## config.mk

```make
export PLATFORM = sky130hd
export DESIGN_NAME = key_event_sequencer
export DESIGN_NICKNAME = d
export VERILOG_FILES = /design/src/rtl/key_event_sequencer.sv
export SDC_FILE = /design/constraint.sdc
export NUM_CORES = 1
export LEC_CHECK = 0
export CORE_MARGIN = 2
export CORE_UTILIZATION = 57
export CTS_BUF_LIST = sky130_fd_sc_hd__clkbuf_4
export DETAILED_ROUTE_END_ITERATION = 6
export PLACE_DENSITY = 0.82
export SLEW_MARGIN = 20
export SYNTH_ARGS = -nofsm -noshare
export SYNTH_HDL_FRONTEND = slang
export SYNTH_SLANG_ARGS = --single-unit
export TNS_END_PERCENT = 100
```

## constraint.sdc

```tcl
create_clock -name clk -period 2.9 [get_ports clk]
set_clock_uncertainty 0.1 [all_clocks]
set_input_delay 0.29 -clock clk [delete_from_list [all_inputs] [get_ports clk]]
set_output_delay 0.29 -clock clk [all_outputs]
set_load 0.01 [all_outputs]
```

## src/rtl/key_event_sequencer.sv

```systemverilog
// key_event_sequencer: PS/2 scan-code decoder queuing make events in a 4-deep FIFO (optional TYPEMATIC_FILTER_EN)
module key_event_sequencer (
  input  logic        clk,
  input  logic        rst,
  input  logic [15:0] keycode,
  input  logic        kflag,
  output logic        evt_valid,
  output logic [7:0]  evt_code,
  input  logic        evt_ready,
  output logic [2:0]  fifo_count,
  output logic        overflow,
  input  logic        ovf_clr,
  output logic [7:0]  held_code
);
  typedef enum logic [1:0] {IDLE = 2'd0, DECODE = 2'd1, PUSH = 2'd2} state_t;
  state_t      state;
  logic [15:0] kc_r;
  logic [7:0]  mem [4];
  logic [1:0]  wp, rp;
  logic [2:0]  cnt;
  logic        push, pop, wr, ovf_set;
  assign push       = state == PUSH;
  assign pop        = evt_valid & evt_ready;
  assign wr         = push & ((cnt != 3'd4) | pop);
  assign ovf_set    = (kflag & ((state == DECODE) | (state == PUSH))) | (push & ~wr);
  assign evt_valid  = cnt != 3'd0;
  assign evt_code   = mem[rp];
  assign fifo_count = cnt;
  // control FSM: capture, classify prefix/break/make, then push
  always_ff @(posedge clk or posedge rst)
    if (rst) begin
      state     <= IDLE;
      kc_r      <= 16'h0000;
      held_code <= 8'h00;
    end else begin
      case (state)
        IDLE: if (kflag) begin
          kc_r  <= keycode;
          state <= DECODE;
        end
        DECODE:
          if (kc_r[7:0] == 8'hF0 || kc_r[7:0] == 8'hE0) state <= IDLE;
          else if (kc_r[15:8] == 8'hF0) begin
            if (kc_r[7:0] == held_code) held_code <= 8'h00;
            state <= IDLE;
          end
`ifdef TYPEMATIC_FILTER_EN
          else if (held_code != 8'h00 && kc_r[7:0] == held_code) state <= IDLE;
`endif
          else state <= PUSH;
        PUSH: begin
          held_code <= kc_r[7:0];
          state     <= IDLE;
        end
        default: state <= IDLE;
      endcase
    end
  // circular event FIFO; a pop frees the head slot so a simultaneous push fits even when full
  always_ff @(posedge clk or posedge rst)
    if (rst) begin
      wp  <= 2'd0;
      rp  <= 2'd0;
      cnt <= 3'd0;
      for (int i = 0; i < 4; i++) mem[i] <= 8'h00;
    end else begin
      if (wr) begin
        mem[wp] <= kc_r[7:0];
        wp      <= wp + 2'd1;
      end
      if (pop) rp <= rp + 2'd1;
      cnt <= cnt + 3'(wr) - 3'(pop);
    end
  // sticky overflow; a new drop wins over a same-cycle clear
  always_ff @(posedge clk or posedge rst)
    if (rst) overflow <= 1'b0;
    else if (ovf_set) overflow <= 1'b1;
    else if (ovf_clr) overflow <= 1'b0;
endmodule

```

==> After elaboration in Yosys (flattened, before gate mapping) <==
Cells that the tools add are included.
{ "classes": {"bitwise": 10, "n_mul": 0, "n_reduce_logical": 8, "eq_ne": 11, "n_addsub": 4, "mux": 16, "shift": 0, "n_div": 0, "magnitude_cmp": 3} }
{ "op_table": {"columns": ["cell", "n"], "rows": [
  ["8-bit 2-to-1 mux", 6],
  ["32-bit bitwise mux", 1],
  ["8-bit == test (second input constant)", 3],
  ["8-bit binary-select mux with 2-bit select", 1],
  ["8-bit demux with 2-bit select", 1],
  ["8-bit case mux with 2 select lines", 1],
  ["8-bit == test", 1],
  ["3-bit greater-or-equal comparator (second input constant)", 2],
  ["2-bit 2-to-1 mux", 3],
  ["2-bit NOT with 3-bit output", 2],
  ["2-bit by 1-bit adder with 2-bit output (second input constant)", 2],
  ["1-bit AND", 4],
  ["2-bit by 1-bit inequality test with 1-bit output (second input constant)", 2],
  ["2-bit inequality test (second input constant)", 2],
  ["2-bit case mux with 2 select lines", 1],
  ["4-bit AND reduction", 1],
  ["2-bit nonzero test", 2],
  ["3-bit by 1-bit adder with 3-bit output", 1],
  ["3-bit by 1-bit < comparator with 1-bit output (second input constant)", 1],
  ["3-bit inequality test (second input constant)", 1],
  ["1-bit OR", 3],
  ["3-bit nonzero test", 1],
  ["3-bit by 1-bit subtractor with 3-bit output", 1],
  ["2-bit by 1-bit == test with 1-bit output (second input constant)", 1],
  ["7 further kinds", 8]
]} }
{ "totals": {"ram_bits": 0, "elab_cells": 63, "mem_bits_ro": 0, "regBits": 66, "latch_bits": 0, "memories": 0, "output_inout_bits": 21} }

==> Logic depth before layout (Yosys ltp) <==
Gate-level depths: netlist of run 1.
{ "logic_depth": {"depth_word": 8, "depth_mapped": 12, "mapped_depth_nobuf": 12} }

==> Worst setup path before layout of run 1 <==
OpenSTA, ideal clock, no wires.
{ "synth_timing": {"path_kind": "register -> register", "startpoint": "register state[0]", "endpoint": "register cnt[2], in the netlist fifo_count[2]", "required_time_ns": 2.674, "arrival_ns": 2.388, "setup_slack_ns": 0.286, "setup_ns": 0.126, "stages_incl_launch_ff": 13, "n_path_buf": 0, "cell_sequence": "dfrtp_1 inv_1 ha_1 inv_2 nor2_2 inv_1 ha_1 inv_1 ha_1 inv_1 fa_1 xnor2_1 xnor2_1"} }
{ "synth_via": {"elab_chain_cells": 4} }
{ "synth_lines": {"columns": ["item", "line", "rtl"], "rows": [
  ["from (decl)", "16", "state_t state;"],
  ["from (signal assigned)", "32", "state <= IDLE;"],
  ["from (signal assigned)", "39", "state <= DECODE;"],
  ["from (signal assigned)", "42", "if (kc_r[7:0] == 8'hF0 || kc_r[7:0] == 8'hE0) state <= IDLE;"],
  ["2-bit == test", "22", "assign push = state == PUSH;"],
  ["1-bit AND", "24", "assign wr = push & ((cnt != 3'd4) | pop);"],
  ["3-bit by 1-bit adder with 3-bit output", "71", "cnt <= cnt + 3'(wr) - 3'(pop);"],
  ["3-bit by 1-bit subtractor with 3-bit output", "71", null],
  ["to (signal assigned)", "71", null],
  ["to (decl)", "20", "logic [2:0] cnt;"]
]} }
No other way between the ends.
A chain may end at the register's enable or synchronous reset.

==> Worst setup path after layout of run 1 <==
Same ends and word-level chain as after synthesis.

==> metrics.md, run 1 <==
| Metric | Value |
|---|---|
| Antenna-violating nets left | `0` |
| Core Area | `0.00547 mm2` |
| Final hold viol count | `0` |
| Total Power | `4.38 mW` |
| Starting DRT DRC Count | `148` |
| H-Tree Depth | `3` |
| Hold-fix buffers at CTS | `0` |
| Die ar. | `0.00625 mm2` |
| Vias per Instance | `5.56` |
| Initial Utilization | `roughly three fifths` |
| Nets@finish | `306` |
| FP Rows | `27` |
| Crit path DAT | `between 2000 and 3000 ps` |
| Max-Cap Viols | `0` |
| Main flop type after synthesis | `dfrtp_1` |
| Setup TNS | `0 ps` |
| Final period utilization | `~88%` |
| Synth area leader | `dfrtp_1` |
| Max frequency | `0.394 GHz` |
| Max-slew violation count | `0` |
| Worst-path fanout max | `8` |
| Gr usage total | `21.3%` |
| Top-count cell post-synth | `dfrtp_1` |
| Area occupied by registers | `0.00165 mm2` |
| Routed WL | `5800 um` |
| RR Startpoint | `state[0]$_DFFE_PP0P_` |
| Ant diodes | `0` |
| CP Class | `flip-flop to flip-flop` |
| Clock Root Buffer | `clkbuf_4` |
| DRT Pass-1 Iters | `4` |
| Layout cells sized above 1 | `approximately a third` |
| Clk buf depth | `2` |
| Class of the worst hold path | `input pin to asynchronous set/reset pin` |
| Status | `completed` |
| Vias in the first global route | `2064` |
| Residual DRC count | `0` |
| # IOs | `42` |
| Crit end category | `flip-flop` |
| Leakage | `1.66 nW` |
| Mapped Avg Cell Area | `14.0 um2` |
| Syn_nets | `260` |
| CP required | `3130 ps` |
| R2r setup slk | `around 360 ps` |
| TritonCTS Buffers | `9` |
| Unrepaired setup endpoints after global routing | `false` |
| EDFF count, synth | `0` |
| Minimum clock period | `2540 ps` |
| Reg2Reg Depth | `12` |
| Clk sink count | `between 60 and 70` |
| Setup Fix Bufs, Post-CTS | `0` |
| Setup crit start kind | `flip-flop` |
| YS warnings | `0` |
| Worst vdd ir | `about 0.56 mV` |
| Port bufs | `approximately 40` |
| Mapped Area | `about 0.0032 mm2` |
| Initial antenna violation count | `0` |
| Die height | `about 79 um` |
| Post-CTS sizing | `0` |
| Post-synthesis sequential area ratio | `about half` |
| Pin count of the biggest net entering global routing | `40` |
| CTS tree | `built` |
| R2r endpoint | `fifo_count[2]$_DFF_PP0_` |
| Worst-Skew Late Latency | `410 ps` |
| Worst slew pin tran | `roughly 700 ps` |
| Layout area overhead | `19.4%` |
| Vias | `1953` |
| Routed WL per cell | `roughly 17 um` |
| Post-synthesis async set-or-reset flop share | `between 90% and 100%` |
| Synth top area cells | `dfrtp_1 (51%), mux2_2 (17%), mux4_2 (5.6%)` |
| GPL Wtd Cong | `0.818` |
| Worst rel slew slack | `52.3%` |
| Reg clk slew, reported paths | `90 ps` |
| Count of different cell masters after synthesis | `34` |
| First-pass GRT wire length | `9870 um` |
| Yosys top cell area share | `51.4%` |
| Synth Instances | `229` |
| Fillers | `422` |
| Total grt overflow | `0` |
| Post-synth top cells | `dfrtp_1 (66), mux2_2 (48), inv_1 (19)` |
| P per Cell Area | `roughly 1100 mW/mm2` |
| Endpoints failing setup | `0` |
| Post-synthesis register bit count | `66` |
| Die Width | `roughly 79 um` |
| Post-DP HPWL | `4070 um` |
| Area of the multi-input gates | `0.00145 mm2` |
per-layer routing:
layer | GRT usage [%] | routed length, um | up-vias
met4 | 9.83 | 99 | 0
li1 | - | - | 917
met1 | 28.1 | 2620 | 990
met3 | 5.11 | 227 | 6
met2 | 33.6 | 2860 | 40
met5 | 0 | 0 | -
through the flow:
stage | instances | util, % | hold WS, ps | setup slack, ps | cell area [um2]
2_1_floorplan | 229 | - | 288 | 286 | 3210
3_3_place_gp | 336 | 67.5 | 382 | 145 | 3700
3_5_place_dp | 336 | 67.5 | 389 | 59.3 | 3700
4_1_cts | 351 | 69.8 | 159 | 148 | 3820
5_1_grt | 351 | 70.1 | 197 | 182 | 3830
6_report | 351 | 70.1 | 177 | 361 | 3830
cell families after synthesis:
logic type	synth area share, %
xor gates and xnor gates	3.55
DFF	51.4
adders and majority gates	4.13
and+or+nand+nor	7.25
buffers and inverters	3.93
muxes	22.4
AOI/OAI and AO/OA	7.28
worst max path at each step:
stage | from | to | slack [ps] | cells past startpoint
floorplan | state[0]$_DFFE_PP0P_ | fifo_count[2]$_DFF_PP0_ | 290 | 12
global placement | evt_ready | fifo_count[2]$_DFF_PP0_ | 140 | 11
detailed placement | evt_ready | fifo_count[2]$_DFF_PP0_ | 60 | 11
CTS | state[0]$_DFFE_PP0P_ | fifo_count[2]$_DFF_PP0_ | 150 | 12
global route | state[0]$_DFFE_PP0P_ | fifo_count[2]$_DFF_PP0_ | 180 | 12
finish | state[0]$_DFFE_PP0P_ | fifo_count[2]$_DFF_PP0_ | 360 | 12
placed cells by master, fill, tap and decap left out, drive strengths merged:
cell type      Yosys  final
dfrtp             66     66
mux2              48     48
clkdlybuf4s50      0     41
inv               20     20
xnor2             12     12
clkbuf             4     11
and2               9      9
ha                 9      9
o41ai              8      8
o31ai              8      8
mux4               8      8
nand2              8      8
nand4              4      4
o21ai              3      3
nor2               3      3
clkinv             0      3
buf                5      3
or3                2      2
nor4b              1      1
nand4b             1      1
and4               1      1
nor4               1      1
o211ai             1      1
o31a               1      1
nand2b             1      1
xor2               1      1
nor2b              1      1
a221o              1      1
o32ai              1      1
fa                 1      1
bufinv             0      1
state kept, by name (all words and copies together), names as in the netlist:
register and flops:
mem 32, wp 2, rp 2, held_code 8, kc_r 16, fifo_count 3, state 2, overflow 1
critical path: stages, from the launching register on:
cell	delay, ps
dfrtp_1	410
inv_1	90
ha_1	220
inv_2	70
nor2_4	310
inv_1	80
ha_1	270
inv_1	50
ha_1	130
inv_1	50
fa_1	370
xnor2_1	190
xnor2_1	130
report_power, final:
group	switching [mW]	internal, mW
sequential	0.411	1.37
combinational	0.839	1.18
clock	0.303	0.273
total	1.55	2.82
area by class of cell:
| type | count | area share, % |
|---|---|---|
| Clock buffer | 11 | 2.15 |
| Clock inverter | 4 | 1.14 |
| Inverter | 20 | 1.96 |
| Multi-Input combinational cell | 134 | 37.7 |
| Sequential cell | 66 | 43.1 |
| Tap cell | 72 | 2.35 |
| Timing Repair Buffer | 44 | 11.6 |
No activity file was read; power rests on OpenSTA's default activity.
==> run 2: changes to the inputs <==
CORE_MARGIN = 3   (was 2)
==> metrics.md, run 2 (same netlist as run 1, synthesis figures left out) <==
| Metric | Value |
|---|---|
| Gr usage total | `between 20% and 30%` |
| Setup TNS | `0 ps` |
| Max-Cap Viols | `0` |
| Fillers | `395` |
| Worst-Skew Late Latency | `400 ps` |
| Sw Share | `36.4%` |
| Post-CTS sizing | `0` |
| Biggest regs | `mem (32), kc_r (16), held_code (8)` |
| CP required | `2510 ps` |
| Vias in the first global route | `2103` |
| Status | `completed` |
| Final period utilization | `90.3%` |
| Largest Register | `mem` |
| Antenna-violating nets left | `0` |
| Total grt overflow | `0` |
| Crit end category | `output port` |
| Port bufs | `41` |
| Final hold viol count | `0` |
| Initial Utilization | `60.9%` |
| Post-DP HPWL | `4300 um` |
| Slowest CP cell | `dfrtp_1` |
| Clk sink count | `66` |
| Commonest non-fill, non-tap cells in the layout | `dfrtp_1 (66), mux2_2 (48), clkdlybuf4s50_1 (41)` |
| Max frequency | `between 0.3 and 0.4 GHz` |
| Routed WL | `6150 um` |
| First-pass GRT wire length | `slightly above 10000 um` |
| Comb power frac | `45.1%` |
| Die Width | `81.1 um` |
| Worst vdd ir | `slightly below 0.6 mV` |
| Crit path DAT | `about 2200 ps` |
| Routed WL per cell | `17.6 um` |
| Layout cells sized above 1 | `32.6%` |
| GPL Wtd Cong | `0.834` |
| Cells along the critical path | `mux4_2 > clkdlybuf4s50_1` |
| Reg clk slew, reported paths | `110 ps` |
| CP Class | `flip-flop to output port` |
| TritonCTS Buffers | `9` |
| Slowest stage delay, CP | `between 700 and 800 ps` |
| Number of flip-flops in the largest register | `32` |
| Endpoints failing setup | `0` |
| Internal power | `2.81 mW` |
| Hold-fix buffers at CTS | `0` |
| Residual DRC count | `0` |
| Class of the worst hold path | `input pin to asynchronous set/reset pin` |
| Worst slew pin tran | `681 ps` |
| Clk buf depth | `2` |
| Proportion of power drawn by the clock network | `13.3%` |
| Die height | `81.1 um` |
| Worst-path fanout max | `10` |
| FP Rows | `26` |
| Max-slew violation count | `0` |
| Seq pwr share | `a little over two fifths` |
| Worst rel slew slack | `54.5%` |
| Fin Hold WS | `155 ps` |
| Ant diodes | `0` |
| P_sw | `~1.6 mW` |
| Layout area overhead | `19.2%` |
| Setup crit start kind | `flip-flop` |
| P per Cell Area | `~1200 mW/mm2` |
| Most common cell after layout, fill and taps aside | `dfrtp_1` |
| Die ar. | `0.00657 mm2` |
| H-Tree Depth | `3` |
| Minimum clock period | `approximately 2600 ps` |
| Nets@finish | `~310` |
| DRT Pass-1 Iters | `4` |
| Vias per Instance | `5.66` |
| Starting DRT DRC Count | `102` |
| # IOs | `42` |
| Setup Fix Bufs, Post-CTS | `0` |
| Clock Root Buffer | `clkbuf_4` |
| Leakage | `1.65 nW` |
| CTS tree | `built` |
| Pin count of the biggest net entering global routing | `43` |
| Initial antenna violation count | `0` |
| Unrepaired setup endpoints after global routing | `false` |
| Vias | `1977` |
| Core Area | `around 0.0053 mm2` |
run 2: cell count changes in the layout (fill, tap and decap cells not counted):
cell,delta
clkinvlp_4,+2
buf_4,-1
clkbuf_4,-1
clkinv_1,+1
clkinv_2,-1
run 2: cell type report:
cell class	instances	area (um2)	share of cell area, %
clock buffers	10	75.1	1.96
clock inverters	6	57.6	1.50
inverters	20	75.1	1.96
multi-input cells	134	1450	37.7
flip-flops and latches	66	1650	43.1
well taps	70	87.6	2.29
repair buffers	43	438	11.4
run 2: critical path, delay by kind of cell, from the launching register on:
family                 cells  cell delay (ps)
buffers and inverters      1              500
flip-flops                 1              740
multiplexers               1              600
run 2: per-layer routing:
metal  track usage (%)  share of wire [%]
met1              28.7                 44
met5                 0                  0
met3              5.99                4.5
met4              9.12                1.8
met2              33.3                 49
run 2: power by group through the flow:
stage	logic (mW)	registers [mW]	clock network, mW
2_1_floorplan	1.49	1.65	0
3_3_place_gp	1.93	1.82	0
5_1_grt	2.17	1.92	0.645
6_report	1.99	1.84	0.588
4_1_cts	2.00	1.83	0.604
3_5_place_dp	1.99	1.85	0
run 2: stage by stage:
stage          worst slack, ps  area, um2  power [mW]  std cells  utilization [%]
2_1_floorplan              286       3210        3.13        229                -
3_3_place_gp               152       3690        3.75        333             69.9
3_5_place_dp              33.7       3690        3.84        333             69.9
4_1_cts                    114       3820        4.44        349             72.5
5_1_grt                   92.6       3830        4.73        349             72.7
6_report                   281       3830        4.41        349             72.7
run 2: worst paths after layout:
check | startpoint | end | slack, ps | depth (start not counted)
max | rp[0]$_DFFE_PP0P_ | evt_code[0] | 280 | 2
min in group clk | keycode[4] | kc_r[4]$_DFFE_PP0P_ | 390 | 2
min | rst | state[0]$_DFFE_PP0P_ | 150 | 2
min reg2reg | mem[4]$_DFFE_PP0P_ | mem[4]$_DFFE_PP0P_ | 410 | 1
max in group asynchronous | rst | held_code[1]$_DFFE_PP0P_ | 1930 | 3
max reg2reg | state[0]$_DFFE_PP0P_ | fifo_count[2]$_DFF_PP0_ | 310 | 12
